[config.mk]
export PLATFORM = sky130hd
export DESIGN_NAME = handle_shift_multi
export DESIGN_NICKNAME = d
export VERILOG_FILES = /design/src/rtl/handle_shift_multi_pkg.sv /design/src/rtl/handle_shift_multi_shift_req_fifo.sv /design/src/rtl/handle_shift_multi.sv
export SDC_FILE = /design/constraint.sdc
export NUM_CORES = 1
export LEC_CHECK = 0
export CORE_UTILIZATION = 35
export DETAILED_ROUTE_END_ITERATION = 10
export GPL_TIMING_DRIVEN = 0
export SLEW_MARGIN = 10
export SYNTH_ARGS = -nofsm -noshare
export SYNTH_HDL_FRONTEND = slang
export SYNTH_SLANG_ARGS = --single-unit
[constraint.sdc]
create_clock -name clk -period 3.5 [get_ports clk]
set_input_delay 0.7 -clock clk [delete_from_list [all_inputs] [get_ports clk]]
set_output_delay 0.7 -clock clk [all_outputs]
set_load 0.03 [all_outputs]
[src/rtl/handle_shift_multi_pkg.sv]
// Shared codes for the shift handler: direction codes, FSM states, message defaults.
package handle_shift_multi_pkg;

  localparam logic [1:0] SHIFT_DIR_L = 2'd0;
  localparam logic [1:0] SHIFT_DIR_R = 2'd1;
  localparam logic [1:0] SHIFT_DIR_U = 2'd2;
  localparam logic [1:0] SHIFT_DIR_D = 2'd3;

  localparam logic [2:0] MSG_SHIFT_DFLT   = 3'd4;
  localparam logic [3:0] SHIFT_STATE_DFLT = 4'd5;

  typedef enum logic [2:0] {
    ST_IDLE     = 3'd0,
    ST_ACTIVE   = 3'd1,
    ST_ISSUE    = 3'd2,
    ST_WAIT_RDY = 3'd3,
    ST_DONE     = 3'd4
  } shift_state_e;

  // Encode a one-hot {down, up, right, left} request vector into a direction code.
  function automatic logic [1:0] dir_code(input logic [3:0] moves);
    logic [1:0] code;
    code = SHIFT_DIR_L;
    if (moves[1])      code = SHIFT_DIR_R;
    else if (moves[2]) code = SHIFT_DIR_U;
    else if (moves[3]) code = SHIFT_DIR_D;
    return code;
  endfunction

endpackage

[src/rtl/handle_shift_multi_shift_req_fifo.sv]
// Small request FIFO holding 2-bit direction codes; async reset plus sync clear.
module handle_shift_multi_shift_req_fifo #(
  parameter int unsigned DEPTH = 4
) (
  input  logic       clk,
  input  logic       rst,
  input  logic       clr,
  input  logic       push,
  input  logic       pop,
  input  logic [1:0] din,
  output logic [1:0] dout,
  output logic       full,
  output logic       empty
);

  localparam int unsigned AW = (DEPTH > 1) ? $clog2(DEPTH) : 1;

  logic [DEPTH-1:0][1:0] mem_q, mem_d;
  logic [AW-1:0]         wr_q, wr_d, rd_q, rd_d;
  logic [AW:0]           cnt_q, cnt_d;
  logic                  do_push, do_pop;

  assign full  = (cnt_q == (AW+1)'(DEPTH));
  assign empty = (cnt_q == '0);
  assign dout  = mem_q[rd_q];

  // Pointer/count update; clear wins over push and pop, full drops the push.
  always_comb begin
    do_push = push && !full;
    do_pop  = pop && !empty;
    mem_d   = mem_q;
    wr_d    = wr_q;
    rd_d    = rd_q;
    cnt_d   = cnt_q;
    if (clr) begin
      wr_d  = '0;
      rd_d  = '0;
      cnt_d = '0;
    end else begin
      if (do_push) begin
        mem_d[wr_q] = din;
        wr_d        = wr_q + AW'(1);
      end
      if (do_pop) rd_d = rd_q + AW'(1);
      cnt_d = cnt_q + (AW+1)'(do_push) - (AW+1)'(do_pop);
    end
  end

  // State registers.
  always_ff @(posedge clk or posedge rst) begin
    if (rst) begin
      mem_q <= '0;
      wr_q  <= '0;
      rd_q  <= '0;
      cnt_q <= '0;
    end else begin
      mem_q <= mem_d;
      wr_q  <= wr_d;
      rd_q  <= rd_d;
      cnt_q <= cnt_d;
    end
  end

endmodule

[src/rtl/handle_shift_multi.sv]
// Multi-step shift handler: queues move requests, bounds-checks them against the
// card-group cursor and issues one shift message per legal move.
// Optional horizontal wrap-around is compiled in with SHIFT_WRAP_EN.
module handle_shift_multi
  import handle_shift_multi_pkg::*;
#(
  parameter int unsigned PLAYER      = 0,
  parameter int unsigned COLS        = 18,
  parameter int unsigned ROWS        = 8,
  parameter int unsigned X_W         = 5,
  parameter int unsigned Y_W         = 3,
  parameter int unsigned DEPTH       = 4,
  parameter logic [3:0]  SHIFT_STATE = SHIFT_STATE_DFLT,
  parameter logic [2:0]  MSG_SHIFT   = MSG_SHIFT_DFLT
) (
  input  logic           clk,
  input  logic           rst,
  input  logic           interboard_rst,
  input  logic           shift_en,
  input  logic [3:0]     cur_game_state,
  input  logic           move_left,
  input  logic           move_right,
  input  logic           move_up,
  input  logic           move_down,
  input  logic [X_W-1:0] start_x,
  input  logic [Y_W-1:0] start_y,
  input  logic [2:0]     start_len,
  input  logic [5:0]     start_card,
  input  logic           inter_ready,
  output logic           shift_done,
  output logic           shift_ctrl_en,
  output logic [1:0]     shift_ctrl_move_dir,
  output logic [X_W-1:0] shift_ctrl_block_x,
  output logic [Y_W-1:0] shift_ctrl_block_y,
  output logic [3:0]     shift_ctrl_msg_type,
  output logic [5:0]     shift_ctrl_card,
  output logic [2:0]     shift_ctrl_sel_len,
  output logic           shift_overflow
);

`ifdef SHIFT_WRAP_EN
  localparam bit WRAP_EN = 1'b1;
`else
  localparam bit WRAP_EN = 1'b0;
`endif

  localparam logic [3:0] MSG_TYPE = {1'(PLAYER % 2), MSG_SHIFT};

  shift_state_e   state_q, state_d;
  logic [X_W-1:0] x_q, x_d, bx_q, bx_d;
  logic [Y_W-1:0] y_q, y_d, by_q, by_d;
  logic [2:0]     len_q, len_d;
  logic [5:0]     card_q, card_d;
  logic [1:0]     dir_q, dir_d;
  logic [3:0]     msg_q, msg_d;
  logic           ovf_q, ovf_d, abort_q, abort_d, en_q, en_d, done_q, done_d;

  logic [3:0]     moves;
  logic           in_phase, enq_ok, req_one, push_c, pop_c, clr_c, flush_c;
  logic [1:0]     head;
  logic           fifo_full, fifo_empty;
  logic [X_W:0]   x_end;
  logic           at_left, at_right, at_top, at_bot, head_legal;

  assign moves    = {move_down, move_up, move_right, move_left};
  assign in_phase = (cur_game_state == SHIFT_STATE);
  assign enq_ok   = (state_q == ST_ACTIVE) || (state_q == ST_ISSUE) || (state_q == ST_WAIT_RDY);
  assign req_one  = $onehot(moves);
  assign push_c   = enq_ok && req_one;
  assign clr_c    = interboard_rst || flush_c;

  // Boundary flags for the current cursor; x+len is one bit wider so it never wraps.
  assign x_end    = {1'b0, x_q} + (X_W+1)'(len_q);
  assign at_left  = (x_q == '0);
  assign at_right = (x_end >= (X_W+1)'(COLS));
  assign at_top   = (y_q == '0);
  assign at_bot   = (y_q == Y_W'(ROWS - 1));

  // Legality of the FIFO head against the cursor.
  always_comb begin
    head_legal = 1'b0;
    unique case (head)
      SHIFT_DIR_L: head_legal = WRAP_EN || !at_left;
      SHIFT_DIR_R: head_legal = WRAP_EN || !at_right;
      SHIFT_DIR_U: head_legal = !at_top;
      default:     head_legal = !at_bot;
    endcase
  end

  handle_shift_multi_shift_req_fifo #(.DEPTH(DEPTH)) u_shift_req_fifo (
    .clk   (clk),
    .rst   (rst),
    .clr   (clr_c),
    .push  (push_c),
    .pop   (pop_c),
    .din   (dir_code(moves)),
    .dout  (head),
    .full  (fifo_full),
    .empty (fifo_empty)
  );

  // Next-state, cursor and message register logic.
  always_comb begin
    state_d = state_q;
    x_d     = x_q;
    y_d     = y_q;
    len_d   = len_q;
    card_d  = card_q;
    ovf_d   = ovf_q;
    abort_d = abort_q;
    dir_d   = dir_q;
    bx_d    = bx_q;
    by_d    = by_q;
    msg_d   = msg_q;
    en_d    = 1'b0;
    pop_c   = 1'b0;

    unique case (state_q)
      ST_IDLE: begin
        if (shift_en && in_phase) begin
          state_d = ST_ACTIVE;
          x_d     = start_x;
          y_d     = start_y;
          len_d   = start_len;
          card_d  = start_card;
          ovf_d   = 1'b0;
          abort_d = 1'b0;
        end
      end
      ST_ACTIVE: begin
        if (!in_phase) begin
          state_d = ST_DONE;
        end else if (!fifo_empty) begin
          pop_c = 1'b1;
          if (head_legal) begin
            state_d = ST_ISSUE;
            en_d    = 1'b1;
            dir_d   = head;
            bx_d    = x_q;
            by_d    = y_q;
            msg_d   = MSG_TYPE;
          end
        end else if (!shift_en) begin
          state_d = ST_DONE;
        end
      end
      ST_ISSUE: begin
        state_d = ST_WAIT_RDY;
        unique case (dir_q)
          SHIFT_DIR_L: x_d = at_left ? (X_W'(COLS) - X_W'(len_q)) : (x_q - X_W'(1));
          SHIFT_DIR_R: x_d = at_right ? '0 : (x_q + X_W'(1));
          SHIFT_DIR_U: y_d = y_q - Y_W'(1);
          default:     y_d = y_q + Y_W'(1);
        endcase
      end
      ST_WAIT_RDY: begin
        if (inter_ready) begin
          if (abort_q || !in_phase)        state_d = ST_DONE;
          else if (!shift_en && fifo_empty) state_d = ST_DONE;
          else                              state_d = ST_ACTIVE;
        end
      end
      ST_DONE: begin
        state_d = ST_IDLE;
        abort_d = 1'b0;
      end
      default: state_d = ST_IDLE;
    endcase

    // Leaving the game state mid-transfer is remembered until the transfer finishes.
    if (((state_q == ST_ISSUE) || (state_q == ST_WAIT_RDY)) && !in_phase) abort_d = 1'b1;
    if (push_c && fifo_full) ovf_d = 1'b1;

    flush_c = (state_d == ST_DONE);
    done_d  = (state_d == ST_DONE);

    if (interboard_rst) begin
      state_d = ST_IDLE;
      x_d     = '0;
      y_d     = '0;
      len_d   = '0;
      card_d  = '0;
      ovf_d   = 1'b0;
      abort_d = 1'b0;
      dir_d   = '0;
      bx_d    = '0;
      by_d    = '0;
      msg_d   = '0;
      en_d    = 1'b0;
      done_d  = 1'b0;
      pop_c   = 1'b0;
    end
  end

  // State and output registers.
  always_ff @(posedge clk or posedge rst) begin
    if (rst) begin
      state_q <= ST_IDLE;
      x_q     <= '0;
      y_q     <= '0;
      len_q   <= '0;
      card_q  <= '0;
      ovf_q   <= 1'b0;
      abort_q <= 1'b0;
      dir_q   <= '0;
      bx_q    <= '0;
      by_q    <= '0;
      msg_q   <= '0;
      en_q    <= 1'b0;
      done_q  <= 1'b0;
    end else begin
      state_q <= state_d;
      x_q     <= x_d;
      y_q     <= y_d;
      len_q   <= len_d;
      card_q  <= card_d;
      ovf_q   <= ovf_d;
      abort_q <= abort_d;
      dir_q   <= dir_d;
      bx_q    <= bx_d;
      by_q    <= by_d;
      msg_q   <= msg_d;
      en_q    <= en_d;
      done_q  <= done_d;
    end
  end

  assign shift_done          = done_q;
  assign shift_ctrl_en       = en_q;
  assign shift_ctrl_move_dir = dir_q;
  assign shift_ctrl_block_x  = bx_q;
  assign shift_ctrl_block_y  = by_q;
  assign shift_ctrl_msg_type = msg_q;
  assign shift_ctrl_card     = card_q;
  assign shift_ctrl_sel_len  = len_q;
  assign shift_overflow      = ovf_q;

endmodule

==> summary.txt, run 1 <==
Floorplan
  • Die X: around 96 um
  • I/O pins: 56
  • Die Y: just under 100 um
  • Die area: between 9000 and 10,000 um2
  • Core footprint: approximately 8700 um2
  • Cell row count: 34
  • Initial Util: between 30% and 40%

Final layout
  • Layout Nets: 443
  • Finished Cell Area: slightly below 4000 um2
  • Fill count: 896
  • Final Non-Filler Cells: 503
  • Share of cells above drive strength 1: 10.9%
  • Antenna cells: 0
  • Register Area: between 1000 and 1500 um2
  • Multi-input logic area: 1730 um2
  • Syn-to-layout area delta: 27.8%
  • Final Core Density: between 40 and 50%

Min path
  • Worst hold path type: flip-flop to flip-flop
  • Hold endpoint: shift_ctrl_msg_type[2]$_DFFE_PP0P_
  • Hold depth: 2
  • Hold Startpoint: shift_ctrl_msg_type[2]$_DFFE_PP0P_

Place
  • Cell Area, Placed: 3780 um2
  • Post-Place Cells: between 400 and 500
  • PortBufs: 51
  • Gp weighted congestion: a little over 0.8
  • Dpl hpwl: between 5000 and 6000 um

Critical path
  • Crit-path max FO: 2
  • RR Endpoint: state_q[1]$_DFF_PP0_
  • Reg2Reg Setup Slack: ~350 ps
  • Worst reg2reg path startpoint: x_q[0]$_DFFE_PP0P_
  • Max incr delay on CP: 500 ps
  • Kind of critical path: primary input to flip-flop
  • CP arrival: 3590 ps
  • CP Capture Type: flip-flop
  • WP data required: 3710 ps
  • Worst path slowest cell: fa_1
  • Reg2reg path depth: 10
  • Critical Path Start Type: primary input
  • CP Cell Sequence: clkdlybuf4s50_1, inv_1, fa_1, inv_1, ha_1, ha_4, nor4b_4, o21a_1, a21boi_4, ha_4, fa_1, xnor2_1, xnor2_1, nor2_1

Synth
  • Post-Synthesis Cell Area: between 3000 and 4000 um2
  • Synth cell types: between 50 and 60
  • Synth async-reset ratio: between 90% and 100%
  • Synthesized area per cell: 9.37 um2
  • Post-synth EDFFs: 0
  • Post-synthesis sequential area ratio: 40.2%
  • Syn Inst Count: ~330
  • Number of synthesized register bits: 50
  • Top FF cell, synth: dfrtp_1
  • Syn. warnings: 0

Clock tree
  • # H-tree levels: 2
  • CTS clk-pin slew, worst paths: 100 ps
  • Max Root-Sink Buffers: 2
  • CTS tree: built
  • Clk sinks: 50
  • Worst skew pair latency: 310 ps
  • Count of hold-fix buffers inserted at cts: 0
  • CTS buffer count: 5
  • CTS root buffer: clkbuf_8

Power
  • Combinational power share: a little over an eighth
  • Clk pwr share: between 30% and 40%
  • Internal Pwr Total: 0.870 mW
  • P_sw: 0.292 mW
  • VDD IR max: 0.164 mV
  • Switching Share: 25.1%
  • PD cells: 292 nW/um2
  • Leakage power: 1.69 nW
  • Flop pwr share: 50.6%

Drt
  • Final ANT Viol Nets: 0
  • Drt pass-1 iters: 4
  • Drt via density: 5.16
  • Via count: 2,595
  • Residual DRC: 0
  • DRT iter0 DRCs: 84
  • Wirelength per Cell: 14.8 um
  • WL final: 7450 um

GRT
  • Vias in the first global route: 2,529
  • Grt total ovfl: 0
  • Largest net degree at the start of global routing: 34
  • First-pass GRT wire length: 12,300 um
  • Initial antenna violation count: 0
  • Global Route Usage Sum: between 10% and 20%

STA
  • Tcrit/Tclk final: between 90% and 100%
  • Final Setup Violations: 0
  • WHS: 518 ps
  • Post-route setup TNS: 0 ps
  • Final Slew Violations: 0
  • Hold Violations, Final: 0
  • RSZ-0062 raised after global routing: no
  • Post-route minimum period: 3380 ps
  • Setup Skew: 6.61 ps
  • Slew @ Worst Pin: 748 ps
  • Slew headroom: 50.0%
  • Fmax: slightly below 300 MHz

Run
  • Max-cap violations: 0

Status
  • Outcome: finished clean
[cell type report]
| type | instances | area share (%) |
|---|---|---|
| clock inverter | 3 | 1.10 |
| multi-input combinational | 236 | 43.5 |
| tap | 108 | 3.40 |
| sequential | 50 | 31.5 |
| inverter | 26 | 2.46 |
| timing repair buffer | 53 | 13.6 |
| buffer | 22 | 2.68 |
| clock buffer | 5 | 1.73 |
[how the worst max path moves through the flow]
stage | start | to | slack, ps | depth (start not counted)
final | move_right | u_shift_req_fifo.cnt_q[2]$_DFF_PP0_ | 120 | 14
after global routing | move_right | u_shift_req_fifo.cnt_q[2]$_DFF_PP0_ | 8 | 14
after CTS | move_right | u_shift_req_fifo.cnt_q[1]$_DFF_PP0_ | 3 | 12
after detailed placement | move_right | u_shift_req_fifo.cnt_q[1]$_DFF_PP0_ | -910 | 12
after global placement | move_right | u_shift_req_fifo.cnt_q[1]$_DFF_PP0_ | -880 | 12
after floorplan | move_left | u_shift_req_fifo.cnt_q[1]$_DFF_PP0_ | 90 | 11
[repair_timing]
action / 4_1_cts / 5_1_grt
pin swaps: 0 / 2
setup buffers: 1 / 0
endpoints found under the setup margin: 13 / 10
hold endpoints to repair: 0 / 0
gates resized for setup: 4 / 7
[layout by cell type (no fill, tap or decap), types with 3 or more instances in the layout]
| master | n |
|---|---|
| a221oi_1 | 5 |
| clkbuf_8 | 5 |
| mux2i_1 | 5 |
| nand3_1 | 7 |
| fa_1 | 4 |
| ha_1 | 13 |
| clkbuf_1 | 13 |
| conb_1 | 3 |
| mux2_2 | 9 |
| a21o_1 | 3 |
| nor2_1 | 28 |
| xnor2_1 | 9 |
| nand2_1 | 23 |
| buf_2 | 3 |
| nand4b_1 | 9 |
| nor2b_1 | 3 |
| buf_4 | 3 |
| nor4_1 | 4 |
| and3_4 | 3 |
| nand2b_1 | 15 |
| inv_1 | 25 |
| dfrtp_1 | 50 |
| nor3_1 | 11 |
| o21ai_0 | 16 |
| clkdlybuf4s50_1 | 51 |
| o21a_1 | 3 |
| a21oi_1 | 24 |
[kinds of logic (layout without fill, tap and decap cells)]
| group | Yosys count | count (layout) | synth area share (%) |
|---|---|---|---|
| DFF | 50 | 50 | 40.2 |
| AOI/OAI and AO/OA | 67 | 67 | 13.5 |
| and+or+nand+nor | 120 | 120 | 21.6 |
| adders and majority gates | 19 | 19 | 8.61 |
| muxes | 16 | 16 | 6.32 |
| xor gates and xnor gates | 11 | 11 | 3.10 |
| other | 1 | 3 | 0.121 |
| buffers and inverters | 48 | 109 | 6.56 |
[metrics by stage]
stage / power (mW) / setup slack (ps)
2_1_floorplan: 0.679 / 89.9
3_3_place_gp: 0.739 / -880
3_5_place_dp: 0.745 / -912
4_1_cts: 1.17 / 2.71
5_1_grt: 1.21 / 8.28
6_report: 1.16 / 116
[sequential cells by signal (all words and copies together) (netlist names), 3 cells and up]
signal                  flops
u_shift_req_fifo.mem_q      8
shift_ctrl_block_x          5
shift_ctrl_sel_len          3
shift_ctrl_card             6
y_q                         3
state_q                     3
shift_ctrl_block_y          3
x_q                         5
u_shift_req_fifo.cnt_q      3
[synthesized netlist by cell type, types with 7 or more instances]
cell      instances  share of area, %
inv_1            26               3.1
clkbuf_1         13               1.6
nand2b_1         15               3.0
a21oi_1          24               3.9
nand3_1           7               1.1
nor3_1           11               1.8
ha_1             15               6.0
xnor2_1           9               2.5
nand4b_1          9               2.5
o21ai_0          16               2.6
nand2_1          23               2.8
nor2_1           28               3.4
dfrtp_1          50                40
mux2_2            9               3.3
[per-layer routing]
layer	share of wire (%)	global-route usage [%]	vias up
li1	-	-	1272
met1	46	23.2	1272
met2	50	29.6	43
met3	2.7	2.37	8
met4	1.0	4.98	0
met5	0	0	-
[power groups by stage]
| stage | Sequential [mW] | Clock [mW] | Combinational (mW) |
|---|---|---|---|
| detailed placement | 0.599 | 0 | 0.146 |
| global route | 0.589 | 0.449 | 0.172 |
| finish | 0.588 | 0.421 | 0.154 |
| floorplan | 0.600 | 0 | 0.0785 |
| CTS | 0.588 | 0.431 | 0.152 |
| global placement | 0.599 | 0 | 0.140 |
[critical path, delay by kind of cell]
family                   cells  cell delay, ps
adder cells (fa/ha/maj)      5            1550
buffers and inverters        3             590
XOR/XNOR                     2             340
AO/OA/AOI/OAI                2             310
AND/OR/NAND/NOR              2              90
(Power assumes the default switching activity.)
==> inputs of run 2 (changes only) <==
--- a/config.mk
+++ b/config.mk
@@ -5,9 +5,11 @@
 export SDC_FILE = /design/constraint.sdc
 export NUM_CORES = 1
 export LEC_CHECK = 0
-export CORE_UTILIZATION = 35
+export CORE_UTILIZATION = 53
 export DETAILED_ROUTE_END_ITERATION = 10
 export GPL_TIMING_DRIVEN = 0
+export PLACE_DENSITY = 0.8
+export SKIP_LAST_GASP = 1
 export SLEW_MARGIN = 10
 export SYNTH_ARGS = -nofsm -noshare
 export SYNTH_HDL_FRONTEND = slang
==> summary.txt, run 2 (synthesized netlist as in run 1, its figures left out) <==
GRT
  • Met2 Usage GRT: 39.9% (was 29.6%)
  • Met1 Use GR: 34.8% (was 23.2%)
  • Initial antenna violation count: 0 (unchanged)
  • Largest net degree at the start of global routing: 28 (was 34)
  • Vias in the first global route: 2,555 (was 2,529)
  • First-pass GRT wire length: 12,000 um (was 12,300 um)
  • Met3 Usage GRT: 4.07% (was 2.37%)
  • Global Route Usage Sum: 24.8% (was 17.5%)
  • Grt total ovfl: 0 (unchanged)
  • Most crowded layer after global routing: met2 (unchanged)

Floorplan
  • Die Y: 78.6 um (was 96.3 um)
  • Die area: 6180 um2 (was 9270 um2)
  • Initial Util: 55.8% (was 35.8%)
  • Die X: 78.6 um (was 96.3 um)
  • Core footprint: 5570 um2 (was 8680 um2)
  • Cell row count: 27 (was 34)
  • I/O pins: 56 (unchanged)

Power
  • PD cells: 299 nW/um2 (was 292 nW/um2)
  • Combinational power share: 13.2% (about the same)
  • Leakage power: 1.71 nW (was 1.69 nW)
  • Internal Pwr Total: 0.892 mW (was 0.870 mW)
  • Flop pwr share: 49.6% (was 50.6%)
  • Clk pwr share: 37.2% (was 36.2%)
  • P_sw: 0.293 mW (was 0.292 mW)
  • Switching Share: 24.7% (was 25.1%)
  • VDD IR max: 0.183 mV (was 0.164 mV)

Final layout
  • Biggest register: u_shift_req_fifo.mem_q (unchanged)
  • Commonest non-fill, non-tap cells in the layout: clkdlybuf4s50_1 (51), dfrtp_1 (50), nor2_1 (28), inv_1 (25), a21oi_1 (24) (unchanged)
  • Final Core Density: 71.0% (was 45.8%)
  • Syn-to-layout area delta: 27.2% (was 27.8%)
  • Layout Nets: 444 (was 443)
  • Antenna cells: 0 (unchanged)
  • Share of cells above drive strength 1: 11.4% (was 10.9%)
  • Most common cell after layout, fill and taps aside: clkdlybuf4s50_1 (unchanged)
  • Largest register FFs: 8 (unchanged)

Critical path
  • WP data required: 3710 ps (about the same)
  • Kind of critical path: primary input to flip-flop (unchanged)
  • Crit-path max FO: 2 (unchanged)
  • CP arrival: 3600 ps (was 3590 ps)
  • Worst path slowest cell: fa_1 (unchanged)
  • Reg2reg path depth: 10 (unchanged)
  • Worst reg2reg path startpoint: x_q[0]$_DFFE_PP0P_ (unchanged)
  • Max incr delay on CP: 500 ps (about the same)
  • Reg2Reg Setup Slack: 430 ps (was 350 ps)
  • Critical Path Start Type: primary input (unchanged)
  • RR Endpoint: shift_ctrl_move_dir[0]$_DFFE_PP0P_ (was state_q[1]$_DFF_PP0_)
  • CP Cell Sequence: clkdlybuf4s50_1, inv_1, fa_1, inv_1, ha_1, ha_4, nor4b_4, o21a_1, a21boi_4, ha_4, fa_2, and2_1 (was clkdlybuf4s50_1, inv_1, fa_1, inv_1, ha_1, ha_4, nor4b_4, o21a_1, a21boi_4, ha_4, fa_1, xnor2_1, xnor2_1, nor2_1)
  • CP Capture Type: flip-flop (unchanged)

Clock tree
  • Count of hold-fix buffers inserted at cts: 0 (unchanged)
  • CTS root buffer: clkbuf_8 (unchanged)
  • CTS tree: built (unchanged)
  • Clk sinks: 50 (unchanged)
  • # H-tree levels: 2 (unchanged)
  • Worst skew pair latency: 310 ps (about the same)
  • Max Root-Sink Buffers: 2 (unchanged)
  • CTS buffer count: 5 (unchanged)
  • CTS clk-pin slew, worst paths: 90 ps (was 100 ps)

Min path
  • Hold Startpoint: u_shift_req_fifo.mem_q[4]$_DFFE_PP0P_ (was shift_ctrl_msg_type[2]$_DFFE_PP0P_)
  • Hold depth: 1 (was 2)
  • Worst hold path type: flip-flop to flip-flop (unchanged)
  • Hold endpoint: u_shift_req_fifo.mem_q[4]$_DFFE_PP0P_ (was shift_ctrl_msg_type[2]$_DFFE_PP0P_)

STA
  • Fmax: 295 MHz (was 296 MHz)
  • WHS: 514 ps (was 518 ps)
  • Setup Skew: 8.05 ps (was 6.61 ps)
  • Hold Violations, Final: 0 (unchanged)
  • Slew @ Worst Pin: 668 ps (was 748 ps)
  • Tcrit/Tclk final: 97.0% (was 96.7%)
  • Slew headroom: 55.3% (was 50.0%)
  • Final Setup Violations: 0 (unchanged)
  • Post-route minimum period: 3390 ps (was 3380 ps)
  • Final Slew Violations: 0 (unchanged)

Drt
  • Drt pass-1 iters: 7 (was 4)
  • WL final: 7260 um (was 7450 um)
  • Final ANT Viol Nets: 0 (unchanged)
  • Drt via density: 5.83 (was 5.16)
  • Residual DRC: 0 (unchanged)
  • Wirelength per Cell: 15.5 um (was 14.8 um)
  • Via count: 2,727 (was 2,595)
  • DRT iter0 DRCs: 253 (was 84)

Place
  • PortBufs: 51 (unchanged)
  • Dpl hpwl: 5300 um (was 5710 um)
  • Gp weighted congestion: 0.887 (was 0.828)

Status
  • Outcome: finished clean (unchanged)

Run
  • Max-cap violations: 0 (unchanged)
run 2: metrics by stage:
| stage | total power [mW] | TNS, ps | instance area (um2) | instances | setup WS (ps) |
|---|---|---|---|---|---|
| 5_1_grt | 1.23 | -4.24 | 3960 | 468 | -4.24 |
| 2_1_floorplan | 0.679 | 0 | 3120 | 334 | 89.9 |
| 6_report | 1.18 | 0 | 3960 | 468 | 107 |
| 4_1_cts | 1.18 | 0 | 3900 | 467 | 5.76 |
| 3_5_place_dp | 0.745 | -8080 | 3750 | 458 | -864 |
| 3_3_place_gp | 0.737 | -7590 | 3720 | 457 | -813 |
run 2: area by class of cell:
type	count	area, um2
clock inverter	2	38.8
tap	72	90.1
fill	427	1620
clock buffer	6	82.6
inverter	26	97.6
timing repair buffer	54	557
sequential	50	1250
multi-input combinational	236	1730
buffer	22	106
run 2: how the worst max path moves through the flow:
stage,startpoint,depth (start not counted),end,slack (ps)
floorplan,move_left,11,u_shift_req_fifo.cnt_q[1]$_DFF_PP0_,90
global placement,move_right,12,u_shift_req_fifo.cnt_q[1]$_DFF_PP0_,-810
detailed placement,move_right,12,u_shift_req_fifo.cnt_q[1]$_DFF_PP0_,-860
CTS,move_right,12,u_shift_req_fifo.cnt_q[1]$_DFF_PP0_,6
global route,move_right,14,u_shift_req_fifo.cnt_q[2]$_DFF_PP0_,-4
finish,move_right,12,u_shift_req_fifo.cnt_q[1]$_DFF_PP0_,110
run 2: worst max-delay path: cells and delay by family:
kind / cells / cell delay [ps]
adder cells (fa/ha/maj): 5 / 1510
buffers and inverters: 3 / 570
AO/OA/AOI/OAI: 2 / 420
AND/OR/NAND/NOR: 2 / 400
run 2: power by group through the flow:
stage | registers (mW) | logic [mW] | clock network [mW]
final | 0.588 | 0.156 | 0.441
after global routing | 0.589 | 0.171 | 0.468
after CTS | 0.588 | 0.152 | 0.441
after detailed placement | 0.599 | 0.146 | 0
after global placement | 0.599 | 0.138 | 0
after floorplan | 0.600 | 0.0785 | 0
run 2: per-layer routing:
metal | up-vias | wire length (um) | part of all wire [%]
li1 | 1275 | - | -
met4 | 0 | 65 | 0.90
met2 | 105 | 3570 | 49
met1 | 1338 | 3220 | 44
met3 | 9 | 399 | 5.5
met5 | - | 0 | 0
run 2: timing repair:
action,CTS,global route
endpoints found under the setup margin,12,10
resized for setup,4,8
setup buffers,1,1
pin swaps,0,1
==> patch 1: new RTL, config.mk and constraints of run 2 <==
`WRAP_EN`: 1'b0 -> 1'b1.
--- a/src/rtl/handle_shift_multi.sv
+++ b/src/rtl/handle_shift_multi.sv
@@ -41,7 +41,7 @@
 `ifdef SHIFT_WRAP_EN
   localparam bit WRAP_EN = 1'b1;
 `else
-  localparam bit WRAP_EN = 1'b0;
+  localparam bit WRAP_EN = 1'b1;
 `endif
 
   localparam logic [3:0] MSG_TYPE = {1'(PLAYER % 2), MSG_SHIFT};
Check against the original RTL: not equivalent (Yosys sat finds a counterexample within 4 cycles, from zero or initial values and one cycle with rst high).
==> patch 1 against run 2 <==
Sequential cell count unchanged. Design area down 1.5%. Setup slack worse by 0.0061 ns. Sequential share of layout area up 0.49 points. Clock skew up 0.0017 ns. Area after synthesis up 0.72%. Global-route usage down 1.3 points. Critical path depth up 1. Power down 6.3%. Wire length down 3.1%. Critical path type unchanged. Critical endpoint unchanged.
==> patch 1: results (changes against run 2) <==
| Metric | Value |
|---|---|
| Outcome | finished, final reports clean |
| LEAKAGE | 1.66 nW (-3.1%) |
| Synth Area in Compound Gates | 13.5% (+0.023 points) |
| CP Max Fanout | 4 (+2) |
| DR iter-0 viols | 150 (-41%) |
| Total GRT Usage | 23.4% (-1.3 points) |
| Mux cell area share after synthesis | 8.75% (+2.4 points) |
| Pre-Repair DR Iteration Count | 4 (-3) |
| Hpwl dp | 5310 microns (+0.22%) |
| Vias in the first global route | 2,540 (-0.59%) |
| Hold EP | u_shift_req_fifo.mem_q[7] |
| Hold WS | 0.518 ns (+0.00386 ns) |
| Final period utilization | 97.1% (+0.17 points) |
| I/O Buffers | 52 (+2.0%) |
| Placed cell area | 3770 sq um (+0.67%) |
| Ranking of synthesized cells by area | dfrtp_1 40%, ha_1 6.0%, nand2_1 4.6% |
| Sequential area share after synthesis | 39.9% (-0.29 points) |
| Synth Instances | 337 (+1.5%) |
| Dpl ws | -0.303 ns (+0.561 ns) |
| DR vias | 2,650 (-2.8%) |
| RR Endpoint | x_q[0] |
| Unique masters post-synth | 64 (+21%) |
| WL/cell | 14.9 microns (-4.1%) |
| Final net count | 449 (+1.1%) |
| Placed Cells | 464 (+1.3%) |
| R2R setup slack | 0.94 ns (+0.51 ns) |
| Layout cells sized above 1 | 12.0% (+0.61 points) |
| Largest net degree at the start of global routing | 38 (+36%) |
| First-pass GRT wire length | 11,300 microns (-5.8%) |
| Most common library cells after synthesis | 50 x dfrtp_1, 38 x nand2_1, 34 x nor2_1 |
| Peak VDD IR | 0.194 mV (+6.0%) |
==> patch 1: cell types whose count changed in the layout (fill, tap and decap cells not counted), moves of 6 or more <==
cell,change
nand2_1,+15
clkbuf_1,-11
nand2b_1,-10
nand4b_1,-7
mux2i_1,+6
nor2_1,+6
==> patch 1: layer usage <==
metal / share of wire (%) / global-route usage [%]
met1: 45 / 29.5
met4: 1.8 / 8.91
met3: 4.2 / 3.33
met2: 49 / 40.8
met5: 0 / 0
==> patch 1: layout make-up <==
type	count	area [sq um]
flip-flops and latches	50	1250
inverters	29	109
clock buffers	5	68.8
fillers	455	1710
plain buffers	18	113
repair buffers	54	548
well taps	72	90.1
multi-input cells	242	1690
clock inverters	3	23.8
==> patch 1: report_power, final <==
group,total [W],switching (W),internal [W]
Combinational,0.000167,0.0000853,0.0000816
Clock,0.000352,0.000208,0.000143
Sequential,0.000591,0.00000654,0.000584
Total,0.00111,0.000300,0.000809
==> patch 2: new RTL, config.mk and constraints of run 2 <==
Without the edit above. `x_q` and `bx_q` no longer have a reset.
--- a/src/rtl/handle_shift_multi.sv
+++ b/src/rtl/handle_shift_multi.sv
@@ -196,33 +196,34 @@
   always_ff @(posedge clk or posedge rst) begin
     if (rst) begin
       state_q <= ST_IDLE;
-      x_q     <= '0;
       y_q     <= '0;
       len_q   <= '0;
       card_q  <= '0;
       ovf_q   <= 1'b0;
       abort_q <= 1'b0;
       dir_q   <= '0;
-      bx_q    <= '0;
       by_q    <= '0;
       msg_q   <= '0;
       en_q    <= 1'b0;
       done_q  <= 1'b0;
     end else begin
       state_q <= state_d;
-      x_q     <= x_d;
       y_q     <= y_d;
       len_q   <= len_d;
       card_q  <= card_d;
       ovf_q   <= ovf_d;
       abort_q <= abort_d;
       dir_q   <= dir_d;
-      bx_q    <= bx_d;
       by_q    <= by_d;
       msg_q   <= msg_d;
       en_q    <= en_d;
       done_q  <= done_d;
     end
+  end
+
+  always_ff @(posedge clk) begin
+    x_q  <= x_d;
+    bx_q <= bx_d;
   end
 
   assign shift_done          = done_q;
Check against the original RTL: differs if rst is asserted again (counterexample within 4 cycles, from zero or initial values and one cycle with rst high); with rst held inactive, the same outputs for 4 cycles.
==> patch 2 against run 2 <==
Design area fell by 0.70%. Synthesized cell count rose by 0.90%. First-iteration DRC count fell by 5.1%. Area after synthesis rose by 0.93%. Clock power fell by 20%. Wire length fell by 0.23%. Setup slack improved by 0.084 ns. Power fell by 7.9%. Hold slack got worse by 0.037 ns. Global-route usage rose by 0.52 points. Sequential cell count did not move.
==> patch 2: results (changes against run 2) <==
| Metric | Value |
|---|---|
| Psw | 0.000275 W (-6.1%) |
| Synth Area in Compound Gates | 14.9% (+1.4 points) |
| Outcome | finished, final reports clean |
| Avg Vias per Cell | 5.54 (-5.0%) |
| Most common library cells after synthesis | 40 x dfrtp_1, 36 x nand2_1, 27 x inv_1 |
| LEAKAGE | 1.66 nW (-3.0%) |
| Gpl congestion | 0.856 (-3.5%) |
| R2R setup slack | 0.60 ns (+0.17 ns) |
| Clk_skew | 0.00832 ns (+0.000266 ns) |
| Worst R2R Start | state_q[2] |
| Mux cell area share after synthesis | 9.25% (+2.9 points) |
| Sequential area share after synthesis | 38.3% (-2.0 points) |
| Slowest-stage cell, CP | or4b_1 |
| Worst path top cell family by delay | simple AND/OR/NAND/NOR gates |
| M1 WL | 3220 microns (about the same) |
| Unique masters post-synth | 63 (+19%) |
| Pre-Repair DR Iteration Count | 4 (-3) |
| Power per Cell Area | 278 nW/um^2 (-7.2%) |
| Synth Area in XOR/XNOR | 3.07% (-0.028 points) |
| DR iter-0 viols | 240 (-5.1%) |
| Hpwl dp | 5400 microns (+1.9%) |
| Crit path arrival time | 3.50 ns (-0.10 ns) |
| M3 GR Usage | 5.98% (+1.9 points) |
| Peak VDD IR | 0.195 mV (+6.6%) |
| Slew HR | 56.4% (+1.1 points) |
| Met1 Resource Use GR | 32.5% (-2.3 points) |
| Ranking of synthesized cells by area | dfrtp_1 32%, dfxtp_1 6.4%, ha_1 6.0% |
| CP Max Fanout | 6 (+4) |
| Met2 routed WL | 3530 microns (-1.0%) |
| Synth async-reset ratio | 80.0% (-20 points) |
| Placed cell area | 3770 sq um (+0.57%) |
## patch 2: worst min-delay path by stage
stage | cells after the start | end | slack (ns)
after floorplan | 1 | u_shift_req_fifo.mem_q[2] | 0.47
after global placement | 2 | shift_ctrl_block_x[4] | 0.46
after detailed placement | 2 | shift_ctrl_block_x[0] | 0.47
after CTS | 2 | shift_ctrl_block_x[0] | 0.48
after global routing | 2 | shift_ctrl_block_x[3] | 0.50
final | 2 | shift_ctrl_block_x[0] | 0.48
## patch 2: cell type report
type / instances / area, sq um
multi-input combinational: 241 / 1790
inverter: 28 / 105
buffer: 18 / 93.8
clock inverter: 1 / 5.00
tap: 72 / 90.1
timing repair buffer: 55 / 561
fill: 469 / 1680
clock buffer: 7 / 86.3
sequential: 50 / 1200
## patch 2: timing repair
action / 4_1_cts / 5_1_grt
buffers inserted: 1 / 2
gates resized for setup: 2 / 13
pin swaps: 1 / 4
endpoints found under the setup margin: 10 / 10
